<file path="src/rtl/lcd_sprite_seq.sv">
// PCD8544 command sequencer: init, full clear, clipped sprite blit from sync ROM.
// Optional LCD_SEQ_MIRROR_EN adds a horizontal-flip input `mirror`.
module lcd_sprite_seq #(
  parameter int SPR_W     = 16,
  parameter int SPR_BANKS = 2,
  parameter int LCD_COLS  = 84,
  parameter int LCD_BANKS = 6,
  parameter int AW        = $clog2(SPR_W*SPR_BANKS)
) (
  input  logic          clock,
  input  logic          Reset,
  input  logic          draw_req,
  input  logic          clear_req,
  input  logic [6:0]    pos_x,
  input  logic [2:0]    pos_y,
`ifdef LCD_SEQ_MIRROR_EN
  input  logic          mirror,
`endif
  output logic [AW-1:0] spr_addr,
  input  logic [7:0]    spr_data,
  output logic [7:0]    spi_data,
  output logic          spi_cmd,
  output logic          spi_start,
  input  logic          spi_avail,
  output logic          busy,
  output logic          done
);

  localparam int CLR_N = LCD_COLS*LCD_BANKS;

  typedef enum logic [2:0] {
    INIT, CLR_ADDR, CLR_DATA, IDLE,
    D_ADDR, D_FETCH, D_SEND
  } state_t;

  state_t state, state_n;
  logic [8:0] idx, idx_n;
  logic [2:0] bank, bank_n;
  logic [7:0] x_r, x_n, y_r, y_n;
  logic [7:0] cols_r, cols_n;
  logic [7:0] banks_r, banks_n;
  logic clr_r, clr_n;
  logic start_r, start_n;
  logic cmd_r, cmd_n;
  logic [7:0] data_r, data_n;
  logic [AW-1:0] addr_r, addr_n;
  logic done_r, done_n;
  logic busy_r, busy_n;
  logic fetch;
  logic [7:0] fcol, src;
  logic [7:0] rem_x, rem_y;
`ifdef LCD_SEQ_MIRROR_EN
  logic mir_r, mir_n;
`endif

  function automatic logic [7:0] init_byte(
    input logic [1:0] i);
    unique case (i)
      2'd0:    return 8'h21;
      2'd1:    return 8'h90;
      2'd2:    return 8'h20;
      default: return 8'h0C;
    endcase
  endfunction

  always_ff @(posedge clock) begin
    if (Reset) begin
      state   <= INIT;
      idx     <= '0;
      bank    <= '0;
      x_r     <= '0;
      y_r     <= '0;
      cols_r  <= '0;
      banks_r <= '0;
      clr_r   <= 1'b0;
      start_r <= 1'b0;
      cmd_r   <= 1'b0;
      data_r  <= '0;
      addr_r  <= '0;
      done_r  <= 1'b0;
      busy_r  <= 1'b1;
`ifdef LCD_SEQ_MIRROR_EN
      mir_r   <= 1'b0;
`endif
    end else begin
      state   <= state_n;
      idx     <= idx_n;
      bank    <= bank_n;
      x_r     <= x_n;
      y_r     <= y_n;
      cols_r  <= cols_n;
      banks_r <= banks_n;
      clr_r   <= clr_n;
      start_r <= start_n;
      cmd_r   <= cmd_n;
      data_r  <= data_n;
      addr_r  <= addr_n;
      done_r  <= done_n;
      busy_r  <= busy_n;
`ifdef LCD_SEQ_MIRROR_EN
      mir_r   <= mir_n;
`endif
    end
  end

  always_comb begin
    state_n = state;
    idx_n   = idx;
    bank_n  = bank;
    x_n     = x_r;
    y_n     = y_r;
    cols_n  = cols_r;
    banks_n = banks_r;
    clr_n   = clr_r;
    start_n = start_r;
    cmd_n   = cmd_r;
    data_n  = data_r;
    addr_n  = addr_r;
    done_n  = 1'b0;
    fetch   = 1'b0;
    fcol    = '0;
    src     = '0;
    rem_x   = '0;
    rem_y   = '0;
`ifdef LCD_SEQ_MIRROR_EN
    mir_n   = mir_r;
`endif
    unique case (state)
      INIT: begin
        // start_r low means we just left reset
        if (!start_r) begin
          start_n = 1'b1;
          cmd_n   = 1'b0;
          data_n  = init_byte(idx[1:0]);
        end else if (spi_avail) begin
          if (idx == 9'd3) begin
            state_n = CLR_ADDR;
            idx_n   = '0;
            data_n  = 8'h80;
          end else begin
            idx_n  = idx + 9'd1;
            data_n = init_byte(idx[1:0] + 2'd1);
          end
        end
      end
      CLR_ADDR: begin
        if (spi_avail) begin
          if (idx == 9'd0) begin
            idx_n  = 9'd1;
            data_n = 8'h40;
          end else begin
            state_n = CLR_DATA;
            idx_n   = '0;
            cmd_n   = 1'b1;
            data_n  = 8'h00;
          end
        end
      end
      CLR_DATA: begin
        if (spi_avail) begin
          if (idx == 9'(CLR_N-1)) begin
            state_n = IDLE;
            start_n = 1'b0;
            done_n  = clr_r;
            clr_n   = 1'b0;
          end else begin
            idx_n = idx + 9'd1;
          end
        end
      end
      IDLE: begin
        start_n = 1'b0;
        if (clear_req) begin
          state_n = CLR_ADDR;
          idx_n   = '0;
          clr_n   = 1'b1;
          start_n = 1'b1;
          cmd_n   = 1'b0;
          data_n  = 8'h80;
        end else if (draw_req) begin
          state_n = D_ADDR;
          idx_n   = '0;
          bank_n  = '0;
          x_n     = {1'b0, pos_x};
          y_n     = {5'b0, pos_y};
          rem_x   = 8'(LCD_COLS) - x_n;
          rem_y   = 8'(LCD_BANKS) - y_n;
`ifdef LCD_SEQ_MIRROR_EN
          mir_n   = mirror;
`endif
          if (x_n >= 8'(LCD_COLS) ||
              y_n >= 8'(LCD_BANKS)) begin
            cols_n  = '0;
            banks_n = '0;
          end else begin
            cols_n  = (rem_x < 8'(SPR_W)) ?
                      rem_x : 8'(SPR_W);
            banks_n = (rem_y < 8'(SPR_BANKS)) ?
                      rem_y : 8'(SPR_BANKS);
            start_n = 1'b1;
            cmd_n   = 1'b0;
            data_n  = 8'h80 | x_n;
          end
        end
      end
      D_ADDR: begin
        // banks_r==0 marks a fully clipped draw
        if (banks_r == 8'd0) begin
          state_n = IDLE;
          start_n = 1'b0;
          done_n  = 1'b1;
        end else if (spi_avail) begin
          if (idx == 9'd0) begin
            idx_n  = 9'd1;
            data_n = 8'h40 | (y_r + {5'b0, bank});
          end else begin
            state_n = D_FETCH;
            idx_n   = '0;
            start_n = 1'b0;
            fetch   = 1'b1;
            fcol    = 8'd0;
          end
        end
      end
      D_FETCH: begin
        state_n = D_SEND;
        start_n = 1'b1;
        cmd_n   = 1'b1;
      end
      D_SEND: begin
        if (spi_avail) begin
          if (idx[7:0] == cols_r - 8'd1) begin
            if ({5'b0, bank} == banks_r - 8'd1) begin
              state_n = IDLE;
              start_n = 1'b0;
              done_n  = 1'b1;
            end else begin
              state_n = D_ADDR;
              bank_n  = bank + 3'd1;
              idx_n   = '0;
              cmd_n   = 1'b0;
              data_n  = 8'h80 | x_r;
            end
          end else begin
            state_n = D_FETCH;
            idx_n   = idx + 9'd1;
            start_n = 1'b0;
            fetch   = 1'b1;
            fcol    = idx[7:0] + 8'd1;
          end
        end
      end
      default: state_n = INIT;
    endcase
    src = fcol;
`ifdef LCD_SEQ_MIRROR_EN
    if (mir_r) src = 8'(SPR_W-1) - fcol;
`endif
    if (fetch)
      addr_n = AW'(16'(bank)*16'(SPR_W) + 16'(src));
    busy_n = (state_n != IDLE);
  end

  // ROM data is already registered, so it feeds the SPI byte directly
  assign spi_data  = (state == D_SEND) ? spr_data : data_r;
  assign spi_cmd   = cmd_r;
  assign spi_start = start_r;
  assign spr_addr  = addr_r;
  assign busy      = busy_r;
  assign done      = done_r;

endmodule

</file>
<file path="config.mk">
export PLATFORM = sky130hd
export DESIGN_NAME = lcd_sprite_seq
export DESIGN_NICKNAME = d
export VERILOG_FILES = /design/src/rtl/lcd_sprite_seq.sv
export SDC_FILE = /design/constraint.sdc
export NUM_CORES = 1
export LEC_CHECK = 0
export BUFFER_PORTS_ARGS = -buffer_cell sky130_fd_sc_hd__buf_2
export CAP_MARGIN = 20
export CORE_MARGIN = 4
export CORE_UTILIZATION = 54
export DETAILED_ROUTE_END_ITERATION = 10
export PLACE_DENSITY_LB_ADDON = 0.3
export SLEW_MARGIN = 0
export SYNTH_ARGS = -nofsm -noshare
export SYNTH_HDL_FRONTEND = slang
export SYNTH_SLANG_ARGS = --single-unit
</file>
<file path="constraint.sdc">
create_clock -name clock -period 2.6 [get_ports clock]
set_input_delay 0.26 -clock clock [delete_from_list [all_inputs] [get_ports clock]]
set_output_delay 0.26 -clock clock [all_outputs]
set_load 0.1 [all_outputs]
</file>
==> impl_metrics.env, run 1 <==
export IMPL_status="finished clean"
export IMPL_cts_max_level=2
export IMPL_synthMuxAreaShare=0.0213
export IMPL_ctsLongestPathBuffers=2
export IMPL_num_antenna_cells=0
export IMPL_yosys_most_used_dff="dfxtp_1"
export IMPL_synth_top_family_by_area="simple AND/OR/NAND/NOR gates"
export IMPL_clkLatencyLatePin_ps=320
export IMPL_synth_compound_area_frac=0.248
export IMPL_slew_limit_headroom=0.580
export IMPL_finClkSkew_ps=16.1
export IMPL_fin_ws_ps=63.7
export IMPL_whs_ps=208
export IMPL_worstPathRequired_ps=2790
export IMPL_drv_cap=0
export IMPL_drc=0
export IMPL_io_buffers=39
export IMPL_cts_sinks=55
export IMPL_synth_async_reset_ratio=0
export IMPL_yosysTopAreaCell="dfxtp_1"
export IMPL_power_switching_w=0.000511
export IMPL_ff2ff_path_depth=9
export IMPL_syn_to_final_growth_pct=22.6
export IMPL_start_util=0.558
export IMPL_cp_max_fo=6
export IMPL_final_util=0.684
export IMPL_drive_above_1_share=0.239
export IMPL_yosys_area_share_simple=0.277
export IMPL_clkPwrFrac=0.307
export IMPL_min_period_over_period=0.976
export IMPL_drt_wl_total_mm=11.0
export IMPL_use_met3=0.0287
export IMPL_arrival_ps=2720
export IMPL_place_gp_congestion=0.943
export IMPL_cellLeakagePower_nw=1.90
export IMPL_numCtsBuffers=5
export IMPL_synthCells=510
export IMPL_die_h_um=92.0
export IMPL_die_w_um=92.0
export IMPL_setup_viol=0
export IMPL_cp_end_kind="flop"
export IMPL_combinationalPowerShare=0.181
export IMPL_r2r_start="cols_r[2]"
export IMPL_dp_hpwl_mm=8.22
export IMPL_first_global_vias=3823
export IMPL_grt_usage=0.263
export IMPL_grt_util_met1=0.341
export IMPL_worstSetupPathType="reg -> reg"
export IMPL_synth_seq_cells=55
export IMPL_viasPerCell=6.09
export IMPL_hold_class="in -> reg"
export IMPL_hold_viol_final=0
export IMPL_synth_avg_cell_area_um2=7.48
export IMPL_p_per_area_nw_per_um2=363
export IMPL_cts_root_buf="clkbuf_8"
export IMPL_min_to="y_r[2]"
export IMPL_synth_adder_area_share=0.0545
export IMPL_period_minus_slack_ps=2540
export IMPL_coreArea_um2=6830
export IMPL_synth_area_leaders="dfxtp_1, nand2_1, a21oi_1"
export IMPL_p_seq_frac=0.512
export IMPL_ys_seq_area_frac=0.289
export IMPL_path_clk_slew_ps=100
export IMPL_first_pass_iters=6
export IMPL_synth_top_area_frac=0.289
export IMPL_rrSetupSlack_ps=60
export IMPL_synth_warnings=0
export IMPL_maxSlewViolCount=0
export IMPL_max_vdd_ir_drop_mv=0.191
export IMPL_io_pins=40
export IMPL_min_path_cells=3
export IMPL_synth_edf_count=0
export IMPL_grt_first_pass_wirelength_mm=18.2
export IMPL_use_met2=0.439
export IMPL_grt_overflow_total=0
export IMPL_rr_endpoint="spi_cmd"
export IMPL_design_die_area_um2=8470
export IMPL_grt_busiest_layer="met2"
export IMPL_cts_hold_buf=0
export IMPL_syn_nets=549
export IMPL_pre_cts_slack_ps=-44.6
export IMPL_p_sw_frac=0.301
export IMPL_post_drt_wl_per_cell_um=16.6
export IMPL_antenna_found_initial=0
export IMPL_synth_cell_types=70
export IMPL_rsz0062_at_grt="true"
export IMPL_tns_ps=0
export IMPL_fin_nets=608
export IMPL_fmax_mhz=394
export IMPL_p_total_w=0.00170
export IMPL_drt_iter0_markers=578
export IMPL_worst_setup_path_start_kind="flop"
export IMPL_vias=4056
export IMPL_ant_nets=0
export IMPL_tightest_slew_ps=627
export IMPL_p_int_w=0.00118
export IMPL_synth_xor_area_frac=0.0410
export IMPL_grt_max_degree=32
export IMPL_rows=30
export IMPL_holdCritStartpoint="pos_y[2]"
export IMPL_synth_area_um2=3810
export IMPL_cts_tree="yes"
[power by group through the flow]
stage               clock network [W]  logic [W]  registers, W
finish                       0.000521   0.000308      0.000868
CTS                          0.000525   0.000303      0.000867
global placement                    0   0.000297      0.000886
global route                 0.000555   0.000329      0.000869
detailed placement                  0   0.000302      0.000887
floorplan                           0   0.000184      0.000886
[repair_timing]
item	in CTS	in global routing
setup buffers	0	4
gates resized for setup	2	20
setup endpoints to repair	16	26
pin swaps	0	10
[per-stage QoR]
stage                     std cells  area [µm²]
final                           666        4680
after global routing            666        4680
after CTS                       662        4560
after detailed placement        654        4440
after global placement          654        4440
after floorplan                 510        3830
[sequential cells by signal, summed over array words and instances (netlist names), 3 cells and up]
signal    flops
bank          3
banks_r       4
cols_r        8
data_r        8
idx           9
spr_addr      5
state         3
x_r           7
y_r           3
[cells by family after synthesis]
logic type / Yosys count
multiplexers: 8
adder cells (fa/ha/maj): 16
AND/OR/NAND/NOR: 216
flip-flops: 55
XOR/XNOR: 17
buffers and inverters: 62
AO/OA/AOI/OAI: 136
[cells in the mapped netlist (5+ instances only)]
cell type	count
clkbuf_1	27
inv_1	25
nor2_1	37
mux2i_1	7
a32oi_1	7
a31oi_1	5
nor2b_1	9
xor2_1	9
and3_1	8
a311oi_1	7
ha_1	15
or3_1	5
dfxtp_1	55
and2_1	5
o21ai_0	19
nand3_1	17
xnor2_1	7
nor3_1	18
a21oi_1	40
nand2b_1	7
nand2_1	83
a211oi_1	9
[worst max-delay path: stages, from the launching register on]
cell and delay (ps):
dfxtp_2 370, buf_4 140, nor2b_1 120, or3_1 350, a31o_1 200, or4_4 580
buf_6 160, or3_1 290, o21ai_1 80, a311oi_1 100
[layout make-up]
type	instances	area, µm²
repair buffers	89	698
inverters	25	93.8
flip-flops and latches	55	1110
well taps	96	120
fillers	603	2160
clock buffers	6	82.6
clock inverters	2	16.3
multi-input cells	393	2560
[worst max path at each step]
| stage | cells after the start | startpoint | to |
|---|---|---|---|
| 6_report | 9 | cols_r[2] | spi_cmd |
| 5_1_grt | 12 | cols_r[1] | idx[0] |
| 4_1_cts | 10 | cols_r[1] | data_r[4] |
| 3_5_place_dp | 10 | cols_r[1] | spi_cmd |
| 3_3_place_gp | 11 | cols_r[1] | idx[3] |
| 2_1_floorplan | 12 | cols_r[0] | data_r[4] |
[layer usage]
| layer | up-vias | wire (µm) |
|---|---|---|
| met1 | 1892 | 4690 |
| met2 | 195 | 5260 |
| met5 | - | 0 |
| li1 | 1935 | - |
| met3 | 34 | 738 |
| met4 | 0 | 350 |
[placed cells by master, fill, tap and decap left out, types with 3 or more instances in the layout]
cell      count
nand2_1      83
clkbuf_8      6
nor2_1       36
and2_1        5
nor2b_1       9
nand4_1       4
a31oi_1       5
inv_1        23
nand2b_1      6
a21oi_1      38
o21bai_1      3
buf_12        8
a211oi_1      8
and3_1        8
a22o_1        3
o41ai_1       4
or3_1         5
a31o_2        3
o31ai_1       3
mux2i_1       7
dfxtp_1      51
o21ai_0      18
buf_4        48
xnor2_1       7
o211ai_1      3
nor3_1       17
a21o_1        3
nand3_1      17
o21a_1        4
a311oi_2      3
a32oi_1       7
xor2_1        9
a311oi_1      6
dfxtp_2       4
buf_2        31
o22ai_1       3
ha_1         14
No activity file was read; power rests on OpenSTA's default activity.
==> run 2, diff against run 1 <==
CELL_PAD_IN_SITES_DETAIL_PLACEMENT = 1   (was default)
CELL_PAD_IN_SITES_GLOBAL_PLACEMENT = 2   (was default)
CORE_UTILIZATION = 29   (was 54)
==> run 2 against run 1 <==
  * Critical path type unchanged
  * First-iteration DRC count is 54% lower
  * Critical path depth is 2 higher
  * Final cell count is 11% higher
  * Highest routed layer unchanged
  * Largest cell class unchanged
  * Fmax fell by 0.77%
  * Largest power group unchanged
  * Sequential power fell by 0.5%
==> impl_metrics.env, run 2 (synthesis results as in run 1) <==
export IMPL_fmax_mhz=391
export IMPL_ff2ff_path_depth=11
export IMPL_die_h_um=123
export IMPL_ant_nets=0
export IMPL_ctsLongestPathBuffers=2
export IMPL_cts_sinks=55
export IMPL_io_pins=40
export IMPL_mostFrequentLayoutCells="nand2_1, dfxtp_1, buf_4"
export IMPL_crit_path_start="cols_r[0]"
export IMPL_vias=3928
export IMPL_setup_viol=0
export IMPL_drt_iter0_markers=266
export IMPL_numCtsBuffers=5
export IMPL_p_total_w=0.00197
export IMPL_max_vdd_ir_drop_mv=0.223
export IMPL_antenna_found_initial=0
export IMPL_combinationalPowerShare=0.159
export IMPL_period_minus_slack_ps=2560
export IMPL_finClkSkew_ps=8.26
export IMPL_drive_above_1_share=0.241
export IMPL_wl_met1_mm=6.04
export IMPL_cp_max_fo=6
export IMPL_largest_reg_flops=9
export IMPL_grt_usage=0.175
export IMPL_drv_cap=0
export IMPL_drc=0
export IMPL_largest_register="idx"
export IMPL_cp_end_kind="flop"
export IMPL_hold_viol_final=0
export IMPL_grt_first_pass_wirelength_mm=20.7
export IMPL_p_int_w=0.00142
export IMPL_arrival_ps=2770
export IMPL_reg_largest_list="idx x9, cols_r x8, data_r x8"
export IMPL_dp_hpwl_mm=9.89
export IMPL_clkLatencyLatePin_ps=300
export IMPL_postPlaceCellArea_um2=4520
export IMPL_fin_nets=607
export IMPL_min_period_over_period=0.983
export IMPL_viasPerCell=5.30
export IMPL_syn_to_final_growth_pct=27.6
export IMPL_first_global_vias=3964
export IMPL_maxSlewViolCount=0
export IMPL_slew_limit_headroom=0.630
export IMPL_start_util=0.300
export IMPL_holdCritStartpoint="pos_y[2]"
export IMPL_power_switching_w=0.000550
export IMPL_clkPwrFrac=0.403
export IMPL_hold_class="in -> reg"
export IMPL_io_buffers=39
export IMPL_path_clk_slew_ps=70
export IMPL_cellLeakagePower_nw=1.92
export IMPL_dr_wl_met2_mm=5.99
export IMPL_cts_root_buf="clkbuf_16"
export IMPL_final_util=0.382
export IMPL_p_sw_frac=0.279
export IMPL_tightest_slew_ps=555
export IMPL_pre_cts_slack_ps=-142
export IMPL_r2r_start="cols_r[0]"
export IMPL_top_layer_used="met4"
export IMPL_fill_cells=1573
export IMPL_coreArea_um2=12700
export IMPL_p_per_area_nw_per_um2=406
export IMPL_fin_cells=741
export IMPL_die_w_um=123
export IMPL_rows=41
export IMPL_place_gp_congestion=0.887
export IMPL_first_pass_iters=4
export IMPL_min_path_cells=3
export IMPL_worstSetupPathType="reg -> reg"
export IMPL_worstPathRequired_ps=2810
export IMPL_fin_ws_ps=43.9
export IMPL_post_drt_wl_per_cell_um=17.2
export IMPL_grt_max_degree=46
export IMPL_design_die_area_um2=15000
export IMPL_worst_setup_path_start_kind="flop"
export IMPL_dr_wl_met3_um=469
export IMPL_cts_tree="yes"
export IMPL_grt_overflow_total=0
export IMPL_placed_cells=728
export IMPL_final_common_cell="nand2_1"
export IMPL_num_antenna_cells=0
export IMPL_finalInstanceArea_um2=4860
export IMPL_rsz0062_at_grt="true"
export IMPL_p_seq_frac=0.438
export IMPL_drt_wl_total_mm=12.8
export IMPL_cts_max_level=2
export IMPL_status="finished clean"
[run 2: final timing paths]
kind	slack, ps	endpoint
max	40	data_r[6]
min	230	y_r[2]
max reg2reg	40	data_r[6]
min reg2reg	460	x_r[2]
[run 2: area by class of cell]
type / count / area, µm² / area share
clock buffers: 5 / 125 / 0.0257
clock inverters: 3 / 46.3 / 0.00952
inverters: 25 / 93.8 / 0.0193
multi-input cells: 393 / 2580 / 0.531
flip-flops and latches: 55 / 1100 / 0.227
well taps: 172 / 215 / 0.0442
repair buffers: 88 / 694 / 0.143
[run 2: through the flow]
step,hold WS (ps),setup TNS (ps)
3_3_place_gp,445,-354
2_1_floorplan,396,-18.0
5_1_grt,242,-335
6_report,233,0
3_5_place_dp,451,-1110
4_1_cts,222,0
[run 2: routing by layer]
metal,up-vias,track usage
met1,1907,0.230
li1,1929,-
met5,-,0
met2,76,0.297
met4,0,0.0539
met3,16,0.0226
[run 2: worst max-delay path, cell delays in order (launching register included)]
cell      delay, ps
dfxtp_2         330
inv_2            50
ha_4            160
nor2b_1         120
or3_1           350
a31o_1          200
or4_4           550
o21ai_4         190
buf_6           150
buf_6           100
a21oi_2          50
a311oi_2        230
[run 2: power groups by stage]
stage / Sequential [W] / Clock [W] / Combinational [W]
2_1_floorplan: 0.000886 / 0 / 0.000184
3_3_place_gp: 0.000883 / 0 / 0.000305
3_5_place_dp: 0.000884 / 0 / 0.000311
4_1_cts: 0.000864 / 0.000820 / 0.000313
5_1_grt: 0.000866 / 0.000855 / 0.000334
6_report: 0.000864 / 0.000796 / 0.000314
[run 2: repair_timing]
item / 4_1_cts / 5_1_grt
hold buffers: 0 / 0
setup endpoints to repair: 17 / 21
gates resized for setup: 6 / 23
buffers inserted: 0 / 5
pin swaps: 1 / 12
==> run 3, diff against run 2 <==
GPL_TIMING_DRIVEN = 0   (was default)
PLACE_DENSITY = 0.69   (was default)
PLACE_DENSITY_LB_ADDON = default   (was 0.3)
==> run 3 against run 2 <==
  * The run now ends with setup timing left
  * Routed wire length increased by 9.3%
  * Utilization decreased by 0.14 points
  * Die area unchanged
  * Clock skew about the same
  * Clock power decreased by 15%
  * Worst hold slack worse by 2.0 ps
  * Power fell by 7.0%
  * Global-route usage increased by 1.4 points
  * Non-clock buffer count fell by 2
  * Sequential power barely moved
  * First-iteration DRC count is 39% lower
  * Combinational power shrank 6.7%
  * Critical path type unchanged
==> impl_metrics.env, run 3 (synthesis results as in run 1) <==
export IMPL_status="complete, but fails checks"
export IMPL_violations="setup timing"
export IMPL_rows=41
export IMPL_crit_top_cell="buf_8"
export IMPL_io_pins=40
export IMPL_finClkSkew_ps=7.92
export IMPL_drv_cap=0
export IMPL_mostFrequentLayoutCells="nand2_1, dfxtp_1, a21oi_1"
export IMPL_vias=3944
export IMPL_cellLeakagePower_nw=1.88
export IMPL_die_w_um=123
export IMPL_numCtsBuffers=5
export IMPL_path_clk_slew_ps=70
export IMPL_largest_reg_flops=9
export IMPL_ant_nets=0
export IMPL_grt_max_degree=16
export IMPL_tightest_slew_ps=808
export IMPL_grt_first_pass_wirelength_mm=22.0
export IMPL_fill_cells=1595
export IMPL_rsz0062_at_grt="true"
export IMPL_cp_end_kind="flop"
export IMPL_drt_iter0_markers=163
export IMPL_arrival_ps=2800
export IMPL_antenna_found_initial=0
export IMPL_period_minus_slack_ps=2650
export IMPL_hold_class="in -> reg"
export IMPL_die_h_um=123
export IMPL_fin_ws_ps=-51.1
export IMPL_cp_max_fo=7
export IMPL_reg_largest_list="idx x9, cols_r x8, data_r x8"
export IMPL_final_util=0.381
export IMPL_r2r_start="cols_r[0]"
export IMPL_hold_viol_final=0
export IMPL_worst_setup_path_start_kind="flop"
export IMPL_start_util=0.300
export IMPL_holdCritStartpoint="pos_y[2]"
export IMPL_drt_wl_total_mm=13.9
export IMPL_coreArea_um2=12700
export IMPL_grt_overflow_total=0
export IMPL_fin_nets=605
export IMPL_ctsLongestPathBuffers=2
export IMPL_min_period_over_period=1.02
export IMPL_cts_tree="yes"
export IMPL_crit_path_start="cols_r[0]"
export IMPL_slowest_stage="or4_4"
export IMPL_first_pass_iters=5
export IMPL_syn_to_final_growth_pct=27.1
export IMPL_io_buffers=35
export IMPL_final_common_cell="nand2_1"
export IMPL_cts_sinks=55
export IMPL_viasPerCell=5.34
export IMPL_p_per_area_nw_per_um2=378
export IMPL_fmax_mhz=377
export IMPL_drc=0
export IMPL_regArea_um2=1110
export IMPL_largest_register="idx"
export IMPL_first_global_vias=4145
export IMPL_cts_root_buf="clkbuf_16"
export IMPL_pre_cts_slack_ps=-667
export IMPL_cts_hold_buf=0
export IMPL_num_antenna_cells=0
export IMPL_worstPathRequired_ps=2750
export IMPL_worstSetupPathType="reg -> reg"
export IMPL_dp_hpwl_mm=10.3
export IMPL_place_gp_congestion=0.859
export IMPL_clkLatencyLatePin_ps=300
export IMPL_slew_limit_headroom=0.461
export IMPL_multi_input_area_um2=2740
export IMPL_drive_above_1_share=0.247
export IMPL_cpPeakStageDelay_ps=500
export IMPL_maxSlewViolCount=0
export IMPL_tns_ps=-262
export IMPL_setup_viol=8
export IMPL_post_drt_wl_per_cell_um=18.9
export IMPL_grt_usage=0.189
export IMPL_path_cells="inv_4 > ha_4 > nor2b_4 > or3_1 > a31o_1 > or4_4 > buf_8 > o21ai_4 > buf_8 > buf_12 > a311oi_1"
export IMPL_max_vdd_ir_drop_mv=0.227
export IMPL_design_die_area_um2=15000
export IMPL_cts_max_level=2
run 3: changes by cell type in the layout (fill, tap and decap cells not counted), moves of 3 or more:
cell	delta
clkbuf_2	+8
o21ai_2	+3
dfxtp_1	-4
nor4_2	-3
nor4_4	+3
a32oi_1	-3
a32oi_2	+3
nand3_2	+3
buf_4	-22
buf_12	-7
clkbuf_1	+16
run 3: path summary, 6_finish.rpt:
path / endpoint / slack, ps / cells past startpoint
worst min-delay path: y_r[2] / 230 / 3
worst max register to register: data_r[1] / -50 / 11
worst max-delay path: data_r[1] / -50 / 11
worst min register to register: x_r[1] / 460 / 2
run 3: area by class of cell:
type / instances / area share
plain buffers: 31 / 0.0346
clock inverters: 1 / 0.00103
repair buffers: 55 / 0.0769
inverters: 25 / 0.0199
clock buffers: 7 / 0.0274
well taps: 172 / 0.0444
flip-flops and latches: 55 / 0.230
multi-input cells: 393 / 0.566
run 3: layer usage:
layer,vias to the layer above,wire [µm],share of wire,track usage
li1,1935,-,-,-
met1,1904,6370,0.46,0.239
met2,95,6760,0.49,0.329
met3,10,643,0.046,0.0336
met4,0,157,0.011,0.0504
met5,-,0,0,0
run 3: through the flow:
stage | instance area, µm² | power, W | cells | hold slack (ps)
floorplan | 3830 | 0.00107 | 510 | 396
global placement | 4230 | 0.00115 | 717 | 447
detailed placement | 4230 | 0.00116 | 717 | 450
CTS | 4620 | 0.00185 | 732 | 226
global route | 4850 | 0.00193 | 739 | 232
finish | 4850 | 0.00183 | 739 | 231
run 3: what timing repair did:
action                     CTS  global route
buffers inserted            10             9
pin swaps                   17            18
gates resized for setup     55            39
setup endpoints to repair   52            52
gates cloned                 1             0
run 3: power by group:
group          switching (W)  total, W  internal [W]
clock network       0.000321  0.000679      0.000358
logic               0.000207  0.000293     0.0000860
registers          0.0000107  0.000862      0.000851
total               0.000539   0.00183       0.00130
run 3: worst max-delay path, delay by kind of cell (launching register included):
family / cells / cell delay (ps)
and+or+nand+nor: 3 / 970
AOI/OAI and AO/OA: 3 / 500
DFF: 1 / 360
adders and majority gates: 1 / 170
buffers and inverters: 4 / 510
